[config.mk]
export PLATFORM = sky130hd
export DESIGN_NAME = uart_tx_arbiter
export DESIGN_NICKNAME = d
export VERILOG_FILES = /design/src/rtl/uart_pkg.sv /design/src/rtl/rr_pick.sv /design/src/rtl/uart_tx_arbiter.sv
export SDC_FILE = /design/constraint.sdc
export NUM_CORES = 1
export LEC_CHECK = 0
export ABC_AREA = 1
export ABC_CLOCK_PERIOD_IN_PS = 4300
export CAP_MARGIN = 30
export CORE_MARGIN = 4
export CORE_UTILIZATION = 45
export DETAILED_ROUTE_END_ITERATION = 12
export GPL_ROUTABILITY_DRIVEN = 0
export PLACE_DENSITY = 0.82
export SYNTH_ARGS = -nofsm -noshare
export SYNTH_HDL_FRONTEND = slang
export SYNTH_SLANG_ARGS = --single-unit
[constraint.sdc]
create_clock -name clk -period 4.3 [get_ports clk]
set_clock_uncertainty 0.1 [all_clocks]
set_input_delay 0.43 -clock clk [delete_from_list [all_inputs] [get_ports clk]]
set_output_delay 0.43 -clock clk [all_outputs]
set_load 0.02 [all_outputs]
[src/rtl/uart_pkg.sv]
// Shared definitions for the UART transmit arbiter: FSM state type, default frame
// width and an index-width helper.
package uart_pkg;

    typedef enum logic [1:0] {
        IDLE,
        LAUNCH,
        WAIT_BUSY,
        WAIT_DONE
    } arb_state_t;

    localparam int DEFAULT_DATA_W = 9;

    // clog2 of n, never below 1 so a 2-entry (or degenerate) index still has a bit.
    function automatic int idx_width(input int n);
        return (n <= 2) ? 1 : $clog2(n);
    endfunction

endpackage

[src/rtl/rr_pick.sv]
// Combinational round-robin selector: picks the first set request bit at or above
// ptr, wrapping modulo N (N need not be a power of two).
module rr_pick #(
    parameter int N     = 4,
    parameter int IDX_W = 2
) (
    input  logic [N-1:0]     req,
    input  logic [IDX_W-1:0] ptr,
    output logic [N-1:0]     onehot,
    output logic [IDX_W-1:0] idx,
    output logic             valid
);

    function automatic int wrap(input int v);
        return (v >= N) ? v - N : v;
    endfunction

    // Scan from the farthest offset down so the nearest set bit overrides the rest.
    always_comb begin
        onehot = '0;
        idx    = '0;
        valid  = 1'b0;
        for (int k = N - 1; k >= 0; k--) begin
            if (req[wrap(int'(ptr) + k)]) begin
                onehot                       = '0;
                onehot[wrap(int'(ptr) + k)]  = 1'b1;
                idx                          = IDX_W'(wrap(int'(ptr) + k));
                valid                        = 1'b1;
            end
        end
    end

endmodule

[src/rtl/uart_tx_arbiter.sv]
// Round-robin arbiter sharing one UART serializer among NUM_REQ requesters.
// Define UART_ARB_TIMEOUT_EN to add the start-timeout watchdog and sticky err_timeout.
module uart_tx_arbiter
    import uart_pkg::*;
#(
    parameter int  NUM_REQ       = 4,
    parameter int  DATA_W        = DEFAULT_DATA_W,
    parameter int  START_TIMEOUT = 16,
    localparam int IDX_W         = idx_width(NUM_REQ)
) (
    input  logic                      clk,
    input  logic                      rst,
    input  logic [NUM_REQ-1:0]        req,
    input  logic [NUM_REQ*DATA_W-1:0] req_data,
    output logic [NUM_REQ-1:0]        gnt,
    output logic [DATA_W-1:0]         tx_data,
    output logic                      tx_start,
    input  logic                      tx_busy,
    output logic [IDX_W-1:0]          owner,
    output logic                      active,
    output logic                      err_timeout
);

    if (NUM_REQ < 2 || NUM_REQ > 8 || START_TIMEOUT < 1) begin : g_bad_params
        $error("uart_tx_arbiter: unsupported parameter values");
    end

    arb_state_t          state_q, state_d;
    logic [IDX_W-1:0]    ptr_q, ptr_d;
    logic [NUM_REQ-1:0]  gnt_q, gnt_d;
    logic [DATA_W-1:0]   tx_data_q, tx_data_d;
    logic                tx_start_q, tx_start_d;
    logic [IDX_W-1:0]    owner_q, owner_d;
    logic                active_q, active_d;
    logic [NUM_REQ-1:0]  pick_onehot;
    logic [IDX_W-1:0]    pick_idx;
    logic                pick_valid;
    logic [IDX_W-1:0]    ptr_after_owner;

`ifdef UART_ARB_TIMEOUT_EN
    localparam int CNT_W = idx_width(START_TIMEOUT);
    logic [CNT_W-1:0]    cnt_q, cnt_d;
    logic                err_q, err_d;
`endif

    rr_pick #(
        .N     (NUM_REQ),
        .IDX_W (IDX_W)
    ) u_pick (
        .req    (req),
        .ptr    (ptr_q),
        .onehot (pick_onehot),
        .idx    (pick_idx),
        .valid  (pick_valid)
    );

    assign ptr_after_owner = (owner_q == IDX_W'(NUM_REQ - 1)) ? '0 : owner_q + 1'b1;

    always_comb begin
        state_d    = state_q;
        ptr_d      = ptr_q;
        gnt_d      = '0;
        tx_data_d  = tx_data_q;
        tx_start_d = 1'b0;
        owner_d    = owner_q;
        active_d   = active_q;
`ifdef UART_ARB_TIMEOUT_EN
        cnt_d      = cnt_q;
        err_d      = err_q;
`endif
        case (state_q)
            // A still-draining serializer blocks arbitration entirely.
            IDLE: begin
                if (!tx_busy && pick_valid) begin
                    gnt_d     = pick_onehot;
                    tx_data_d = req_data[int'(pick_idx)*DATA_W +: DATA_W];
                    owner_d   = pick_idx;
                    state_d   = LAUNCH;
                end
            end
            LAUNCH: begin
                tx_start_d = 1'b1;
                active_d   = 1'b1;
                state_d    = WAIT_BUSY;
`ifdef UART_ARB_TIMEOUT_EN
                cnt_d      = '0;
`endif
            end
            WAIT_BUSY: begin
                if (tx_busy) begin
                    state_d = WAIT_DONE;
                end
`ifdef UART_ARB_TIMEOUT_EN
                // Serializer never acknowledged: drop the frame and move on.
                else if (cnt_q == CNT_W'(START_TIMEOUT - 1)) begin
                    err_d    = 1'b1;
                    active_d = 1'b0;
                    ptr_d    = ptr_after_owner;
                    state_d  = IDLE;
                end else begin
                    cnt_d = cnt_q + 1'b1;
                end
`endif
            end
            WAIT_DONE: begin
                if (!tx_busy) begin
                    ptr_d    = ptr_after_owner;
                    active_d = 1'b0;
                    state_d  = IDLE;
                end
            end
            default: state_d = IDLE;
        endcase
    end

    always_ff @(posedge clk) begin
        if (rst) begin
            state_q    <= IDLE;
            ptr_q      <= '0;
            gnt_q      <= '0;
            tx_data_q  <= '0;
            tx_start_q <= 1'b0;
            owner_q    <= '0;
            active_q   <= 1'b0;
`ifdef UART_ARB_TIMEOUT_EN
            cnt_q      <= '0;
            err_q      <= 1'b0;
`endif
        end else begin
            state_q    <= state_d;
            ptr_q      <= ptr_d;
            gnt_q      <= gnt_d;
            tx_data_q  <= tx_data_d;
            tx_start_q <= tx_start_d;
            owner_q    <= owner_d;
            active_q   <= active_d;
`ifdef UART_ARB_TIMEOUT_EN
            cnt_q      <= cnt_d;
            err_q      <= err_d;
`endif
        end
    end

    assign gnt      = gnt_q;
    assign tx_data  = tx_data_q;
    assign tx_start = tx_start_q;
    assign owner    = owner_q;
    assign active   = active_q;
`ifdef UART_ARB_TIMEOUT_EN
    assign err_timeout = err_q;
`else
    assign err_timeout = 1'b0;
`endif

endmodule
# Word-level counts from Yosys, hierarchy flattened
# Cells that the tools add are included.
word_totals:
  reg_bits: 21
  inputBits: 43
  wordCells: 96
classes:
  addsub: 8
  mul: 1
  n_lt_le_gt_ge: 12
  n_eq_ne: 7
  shifts: 1
  muxes: 44
  n_bitwise: 3
  reduce_logical: 13
ops:
  columns: ["cell", "n"]
  rows:
  - ["$ge A32 B1 Y1 const B", 4]
  - ["$lt A32 B4 Y1 const B", 4]
  - ["$mux W32", 4]
  - ["$ge A32 B4 Y1 const B", 3]
  - ["$sub A32 B4 Y32 const B", 2]
  - ["$shiftx A36 B7 Y9", 1]
  - ["$mux W1", 18]
  - ["$mux W2", 8]
  - ["$mux W4", 4]
  - ["$bmux W1 S2", 4]
  - ["$demux W1 S2", 4]
  - ["$pmux W2 S4", 1]
  - ["$add A2 B2 Y3 const B", 2]
  - ["$eq A2 B2 Y1 const B", 3]
  - ["$mul A2 B4 Y6 const B", 1]
  - ["$ne A2 B2 Y1 const B", 3]
  - ["$reduce_and A2 Y1", 3]
  - ["$logic_and A1 B1 Y1", 5]
  - ["$sub A2 B3 Y4 const B", 1]
  - ["$sub A3 B3 Y4 const B", 1]
  - ["$add A2 B1 Y3 const B", 1]
  - ["$ge A2 B3 Y1 const B", 1]
  - ["$not A1 Y1", 3]
  - ["$reduce_and A3 Y1", 1]
  - ["7 further kinds", 7]

# Longest topological paths before layout
# Gate-level depths: netlist of the first run.
depth:
  depth_word: 13
  ltp_mapped: 16
  mapped_depth_nobuf: 15

# Modules after synthesis
# From an unflattened synthesis of the first run, not the netlist that was laid out.
hier_totals:
  cells_unflattened: 277
  area_unflattened_um2: 1665.3
modules_own_cells:
  columns: ["module", "instances", "cells_each", "area_per_inst_um2", "seq_area_each_um2"]
  rows:
  - ["uart_tx_arbiter", 1, 191, 1219.9, 420.4]
  - ["rr_pick", 1, 86, 445.4, 0.0]

# Least setup slack after synthesis of the first run
# No wires, ideal clock.
synth_timing:
  kind: "register to register"
  from: "register ptr_q[0]"
  to: "register tx_data_q[0], in the netlist tx_data[0]"
  t_arrival_ps: 2011
  setup_slack_ps: 2080
  path_stages_with_launch: 17
  cell_sequence: "dfxtp_1 > inv_2 > ha_1 > inv_1 > nand3_1 > nand2_2 > inv_2 > nand2_4 > nand2_2 > nand2_2 > buf_6 > buf_6 > nand3b_1 > nand3_1 > nand3_1 > nand2_1 > inv_1"
synth_via:
  elab_chain_len: 12
  elab_cells_between_ends: 39
  cone_classes: "7 x add/sub; 1 x mul; 4 x order compare; 1 x shift; 24 x mux; 2 x reduce/logical"
synth_lines:
  columns: ["element", "line_no", "source"]
  rows:
  - ["start, declared", "uart_tx_arbiter.sv:29", "logic [IDX_W-1:0] ptr_q, ptr_d;"]
  - ["start signal, assigned", "uart_tx_arbiter.sv:131", "ptr_q <= ptr_d;"]
  - ["$add A2 B2 Y3", "rr_pick.sv:24, rr_pick.sv:27", null]
  - ["$ge A32 B4 Y1 or $sub A3 B3 Y4 (tied branches)", "rr_pick.sv:15", "return (v >= N) ? v - N : v;"]
  - ["$mux W32", "rr_pick.sv:15", null]
  - ["$bmux W1 S2", "rr_pick.sv:24", "if (req[wrap(int'(ptr) + k)]) begin"]
  - ["$mux W1 (implied by the code) (2 in series)", "rr_pick.sv:24", null]
  - ["$mux W2 or $mux W1 (tied branches) (4 in series)", "rr_pick.sv:24", null]
  - ["$mul A2 B4 Y6 or $logic_and A1 B1 Y1 (tied branches)", "uart_tx_arbiter.sv:76, uart_tx_arbiter.sv:74", null]
  - ["$shiftx A36 B7 Y9 or $reduce_and A2 Y1 (tied branches)", null, null]
  - ["end signal, assigned", "uart_tx_arbiter.sv:133", "tx_data_q <= tx_data_d;"]
  - ["end, declared", "uart_tx_arbiter.sv:31", "logic [DATA_W-1:0] tx_data_q, tx_data_d;"]
# Parallel ways exist; a longest one is shown, timed or not. The select of a mux whose other input is x is not followed.
# A chain may end at the register's enable or synchronous reset.

# Final worst setup path of the first run
layout_timing:
  from: "register ptr_q[0]"
  to: "register tx_data_q[1], in the netlist tx_data[1]"
# The elaborated chain is that of the path after synthesis.

==> run_results.csv, run 1 <==
group,metric,value,unit
status,outcome,"finished, final reports clean",
clocking,cts.path.max_buffers,2,
route,final_antenna_net_count,0,
logic_synthesis,synth_nets,319,
route,drt-pass1-iter-count,4,
timing,min_period,2780,ps
die,num_rows,22,
timing,final.setup.worst_slack,1520,ps
clocking,cts.reportedPaths.clkPinSlew,80,ps
clocking,postCtsSetupBuffers,0,
worst_setup_path,critPathRequiredTime,4360,ps
clocking,cts-root-buf,"clkbuf_8",
die,start_util,46.5,%
worst_setup_path,crit_path_start_kind,"flip-flop",
placement,dpl.hpwl,3350,um
grt,grtUsageTotal,18.3,%
logic_synthesis,syn_area,1700,um2
timing,finalMaxSlewViolations,0,
cells_and_area,layout_common_cells,"70 x nand2_1, 59 x clkdlybuf4s50_1, 43 x inv_1",
timing,fmax,360,MHz
route,via_per_inst,4.90,
die,die_h,69.5,um
clocking,clock_sinks,21,
clocking,cts-resized-gates,0,
logic_synthesis,yosysSeqAreaShare,24.7,%
clocking,clk_latency,260,ps
worst_setup_path,worst_r2r_path_depth,15,
cells_and_area,nets,375,
grt,grt_first_pass_wirelength,7470,um
timing,tns,0,ps
route,drt_iter0_markers,108,
logic_synthesis,synth_area_per_cell,6.50,um2
clocking,cts_buffers,3,
grt,grt_pass1_vias,1665,
cells_and_area,antenna_cells,0,
die,dieArea,4830,um2
logic_synthesis,synth_area_leaders,"dfxtp_1 25%, nand2_1 15%, ha_1 10%",
power_and_ir_drop,powerDensity,407,nW/um2
die,die_w,69.5,um
logic_synthesis,ys_warn_count,0,
cells_and_area,final_common_cell,"nand2_1",
min_path,hold_path_depth,2,
route,wl_per_cell,11.8,um
grt,overflow,0,
timing,slew_headroom,64.7,%
logic_synthesis,yosys.area.top_type,"dfxtp_1",
clocking,htreeDepth,1,
route,wl,4290,um
clocking,cts_tree,"yes",
cells_and_area,utilization,63.5,%
route,drc,0,
min_path,hp-class,"flip-flop to flip-flop",
power_and_ir_drop,peakVddDrop,0.000331,V
timing,rsz0062_at_grt,"no",
placement,numPortBuffers,59,
cells_and_area,final_layout_size_suffix_gt1_share,7.26,%
die,core,3660,um2
die,io_pins,61,
worst_setup_path,critPathMaxFanout,20,
placement,pre_cts_ws,1550,ps
grt,grt_max_degree,21,
timing,setup_viol,0,
logic_synthesis,synth-seq-cells,21,
timing,hold_viol,0,
worst_setup_path,end_kind,"flip-flop",
logic_synthesis,yosysUniqueCellTypes,25,
logic_synthesis,yosysTopAreaCellShare,24.7,%
cells_and_area,area_growth,36.5,%
clocking,hold_buffers,0,
logic_synthesis,synth_cells,262,
route,via_count,1790,
power_and_ir_drop,p_leak,1.13,nW
timing,worstMarginPinSlew,529,ps
worst_setup_path,critPathArrivalTime,2840,ps
timing,post-route-period-util,64.7,%
job,maxCapViolCount,0,
worst_setup_path,critical_path_class,"flip-flop to flip-flop",
grt,antenna_found_initial,0,
## registers in the layout (all words and copies together), names as in the netlist
register and count:
owner 2, tx_data 9, ptr_q 2, gnt 4, active 1, tx_start 1
state_q 2
## per-stage QoR
stage	hold WS, ps	cells	power, mW	area (um2)
4_1_cts	407	365	0.952	2320
3_5_place_dp	377	361	0.819	2280
3_3_place_gp	371	361	0.809	2280
6_report	394	365	0.945	2320
5_1_grt	461	365	1.04	2320
2_1_floorplan	401	262	0.661	1700
## worst max-delay path, cell delays in order (launching register included)
cell	delay, ps
dfxtp_1	590
inv_2	190
ha_1	390
inv_1	60
nand3_1	110
nand2_2	80
inv_2	120
nand2_4	80
nand2_2	60
nand2_2	210
nand2_2	360
nand2_1	90
nand3_1	90
nand3_1	80
nand2_1	70
inv_1	30
## per-layer routing
metal  global-route usage (%)  wire, um  up-vias
met5                        0         0        -
met4                     3.04        36        0
met3                     5.07       344        4
met2                     30.9      2000       68
met1                     23.5      1910      781
li1                         -         -      937
## report_power, final
part	internal, mW	switching [mW]
Clock	0.0645	0.0643
Combinational	0.224	0.310
Sequential	0.245	0.0366
Total	0.534	0.411
## final timing paths
check / endpoint / startpoint / slack (ps)
setup / recovery: tx_data[1]$_SDFFE_PP0P_ / ptr_q[0]$_SDFFE_PP0P_ / 1520
setup reg to reg: tx_data[1]$_SDFFE_PP0P_ / ptr_q[0]$_SDFFE_PP0P_ / 1520
hold / removal: active$_SDFFE_PP0P_ / active$_SDFFE_PP0P_ / 390
hold reg to reg: active$_SDFFE_PP0P_ / active$_SDFFE_PP0P_ / 390
## cells in the mapped netlist
master	n
a21oi_1	8
a22oi_1	3
a31oi_1	2
buf_4	2
buf_6	5
clkbuf_1	1
conb_1	1
dfxtp_1	21
ha_1	14
inv_1	43
inv_2	4
mux2i_1	1
nand2_1	70
nand2_2	10
nand2_4	2
nand3_1	34
nand3_2	3
nand3b_1	9
nand4_1	1
nor2_1	10
nor3_1	3
o21a_1	5
o21ai_0	5
o21ai_1	1
o22ai_1	4
## cell type report
class                      instances  area [um2]
fill                             343        1340
clock buffer                       3        41.3
timing repair buffer              59         591
sequential                        21         420
inverter                          47         176
multi-input combinational        186        1030
clock inverter                     1        5.00
tap                               48        60.1
## cells by family after synthesis
group	count (synthesis)	share of synthesized area (%)
fa+ha+maj	14	10.3
mux	1	0.588
simple gates	142	39.6
flops	21	24.7
compound gates	28	9.85
other cells	1	0.220
buf+inv	55	14.8
Power figures use the tool's default switching activity.
==> run 2: changes to the inputs <==
--- a/config.mk
+++ b/config.mk
@@ -6,13 +6,13 @@
 export NUM_CORES = 1
 export LEC_CHECK = 0
 export ABC_AREA = 1
-export ABC_CLOCK_PERIOD_IN_PS = 4300
+export ABC_CLOCK_PERIOD_IN_PS = 2500
 export CAP_MARGIN = 30
 export CORE_MARGIN = 4
-export CORE_UTILIZATION = 45
+export CORE_UTILIZATION = 41
 export DETAILED_ROUTE_END_ITERATION = 12
 export GPL_ROUTABILITY_DRIVEN = 0
-export PLACE_DENSITY = 0.82
+export PLACE_DENSITY = 0.79
 export SYNTH_ARGS = -nofsm -noshare
 export SYNTH_HDL_FRONTEND = slang
 export SYNTH_SLANG_ARGS = --single-unit
==> constraint.sdc (replaced) <==
create_clock -name clk -period 2.5 [get_ports clk]
set_clock_uncertainty 0.1 [all_clocks]
set_input_delay 0.25 -clock clk [delete_from_list [all_inputs] [get_ports clk]]
set_output_delay 0.25 -clock clk [all_outputs]
set_load 0.02 [all_outputs]
==> run_results.csv, run 2 (synthesis results as in run 1) <==
group,metric,value,unit
status,outcome,"finished, final reports clean",
grt,grtUsageTotal,16.2,%
timing,rsz0062_at_grt,"no",
min_path,hp-class,"flip-flop to flip-flop",
die,die_h,72.4,um
timing,worstMarginPinSlew,509,ps
clocking,clock_sinks,21,
worst_setup_path,crit_top_cell,"nand2_2",
route,wl,4080,um
cells_and_area,final_layout_size_suffix_gt1_share,9.26,%
cells_and_area,layout_common_cells,"70 x nand2_1, 59 x clkdlybuf4s50_1, 43 x inv_1",
die,dieArea,5250,um2
worst_setup_path,cp_slowest_stage_delay,350,ps
cells_and_area,nets,382,
grt,grt_pass1_vias,1692,
clocking,postCtsSetupBuffers,0,
route,drt-pass1-iter-count,4,
timing,slew_headroom,66.1,%
cells_and_area,largest_reg_flops,9,
timing,min_period,2210,ps
die,num_rows,23,
die,io_pins,61,
timing,fmax,452,MHz
clocking,cts-root-buf,"clkbuf_8",
placement,dpl.hpwl,3350,um
route,via_per_inst,4.70,
die,core,4000,um2
worst_setup_path,crit_path_start_kind,"flip-flop",
worst_setup_path,critPathSlowestCell,"dfxtp_1",
route,wl_per_cell,10.9,um
worst_setup_path,critPathRequiredTime,2560,ps
power_and_ir_drop,powerDensity,699,nW/um2
clocking,hold_buffers,0,
die,start_util,42.6,%
grt,overflow,0,
placement,numPortBuffers,59,
clocking,clk_latency,260,ps
worst_setup_path,worst_r2r_path_depth,15,
worst_setup_path,worstPathCellList,"inv_2 -> ha_1 -> inv_1 -> nand3_1 -> nand2_2 -> inv_2 -> nand2_4 -> nand2_2 -> nand2_2 -> nand2_2 -> nand2_1 -> nand3_1 -> nand3_1 -> nand2_1 -> inv_1",
timing,tns,0,ps
route,drt_iter0_markers,101,
route,via_count,1759,
worst_setup_path,critical_path_class,"flip-flop to flip-flop",
timing,hold_viol,0,
clocking,cts_buffers,3,
power_and_ir_drop,peakVddDrop,0.000491,V
clocking,cts_tree,"yes",
timing,finalMaxSlewViolations,0,
route,drc,0,
die,die_w,72.4,um
clocking,cts.path.max_buffers,2,
clocking,cts-resized-gates,0,
power_and_ir_drop,p_leak,1.16,nW
grt,antenna_found_initial,0,
min_path,hold_path_depth,2,
cells_and_area,final_common_cell,"nand2_1",
worst_setup_path,critPathArrivalTime,2280,ps
job,maxCapViolCount,0,
power_and_ir_drop,power,1.66,mW
worst_setup_path,end_kind,"flip-flop",
timing,setup_viol,0,
worst_setup_path,critPathMaxFanout,18,
clocking,htreeDepth,1,
grt,grt_max_degree,19,
grt,grt_first_pass_wirelength,7040,um
cells_and_area,antenna_cells,0,
clocking,cts.reportedPaths.clkPinSlew,80,ps
route,final_antenna_net_count,0,
cells_and_area,area_growth,39.9,%
timing,post-route-period-util,88.6,%
==> run 2: changes by cell type in the layout (fill, tap and decap cells not counted), sizes merged <==
| cell | previous run | this run |
|---|---|---|
| clkinvlp | 0 | 1 |
| buf | 0 | 7 |
| clkinv | 1 | 0 |
==> run 2: where the power goes <==
group | total, mW | leakage [nW] | switching (mW) | internal, mW
Clock | 0.227 | 0.0217 | 0.115 | 0.113
Sequential | 0.475 | 0.172 | 0.0538 | 0.422
Combinational | 0.962 | 0.970 | 0.546 | 0.416
Total | 1.66 | 1.16 | 0.715 | 0.950
==> run 2: per-layer routing <==
metal  up-vias  global-route usage, %  wire (um)
met5         -                      0          0
met4         0                   1.23          6
met3         2                   3.88        251
met2        48                   29.5       2100
met1       758                   20.1       1720
li1        951                      -          -
==> run 2: worst paths after layout <==
path,start,endpoint,slack [ps]
worst max register to register,ptr_q[0]$_SDFFE_PP0P_,tx_data[1]$_SDFFE_PP0P_,290
worst min-delay path,active$_SDFFE_PP0P_,active$_SDFFE_PP0P_,400
worst min register to register,active$_SDFFE_PP0P_,active$_SDFFE_PP0P_,400
worst max-delay path,ptr_q[0]$_SDFFE_PP0P_,tx_data[1]$_SDFFE_PP0P_,290
==> run 2: final cells by class <==
type	count	area, um2
fill	390	1620
inverter	47	176
sequential	21	420
tap	50	62.6
clock inverter	1	7.51
multi-input combinational	186	1030
timing repair buffer	66	643
clock buffer	3	41.3
==> run 2: per-stage QoR <==
stage	area, um2	util (%)	worst slack (ps)	hold slack [ps]	instances
detailed placement	2330	58.3	281	384	370
global placement	2330	58.3	315	374	370
global route	2380	59.6	26.4	439	374
CTS	2380	59.6	256	404	374
floorplan	1700	-	280	221	262
finish	2380	59.6	286	403	374
==> run 2: worst max-delay path: cells and delay by family (launching register included) <==
family | cells | cell delay, ps
and+or+nand+nor | 10 | 960
DFF | 1 | 350
adders and majority gates | 1 | 350
buffers and inverters | 4 | 320
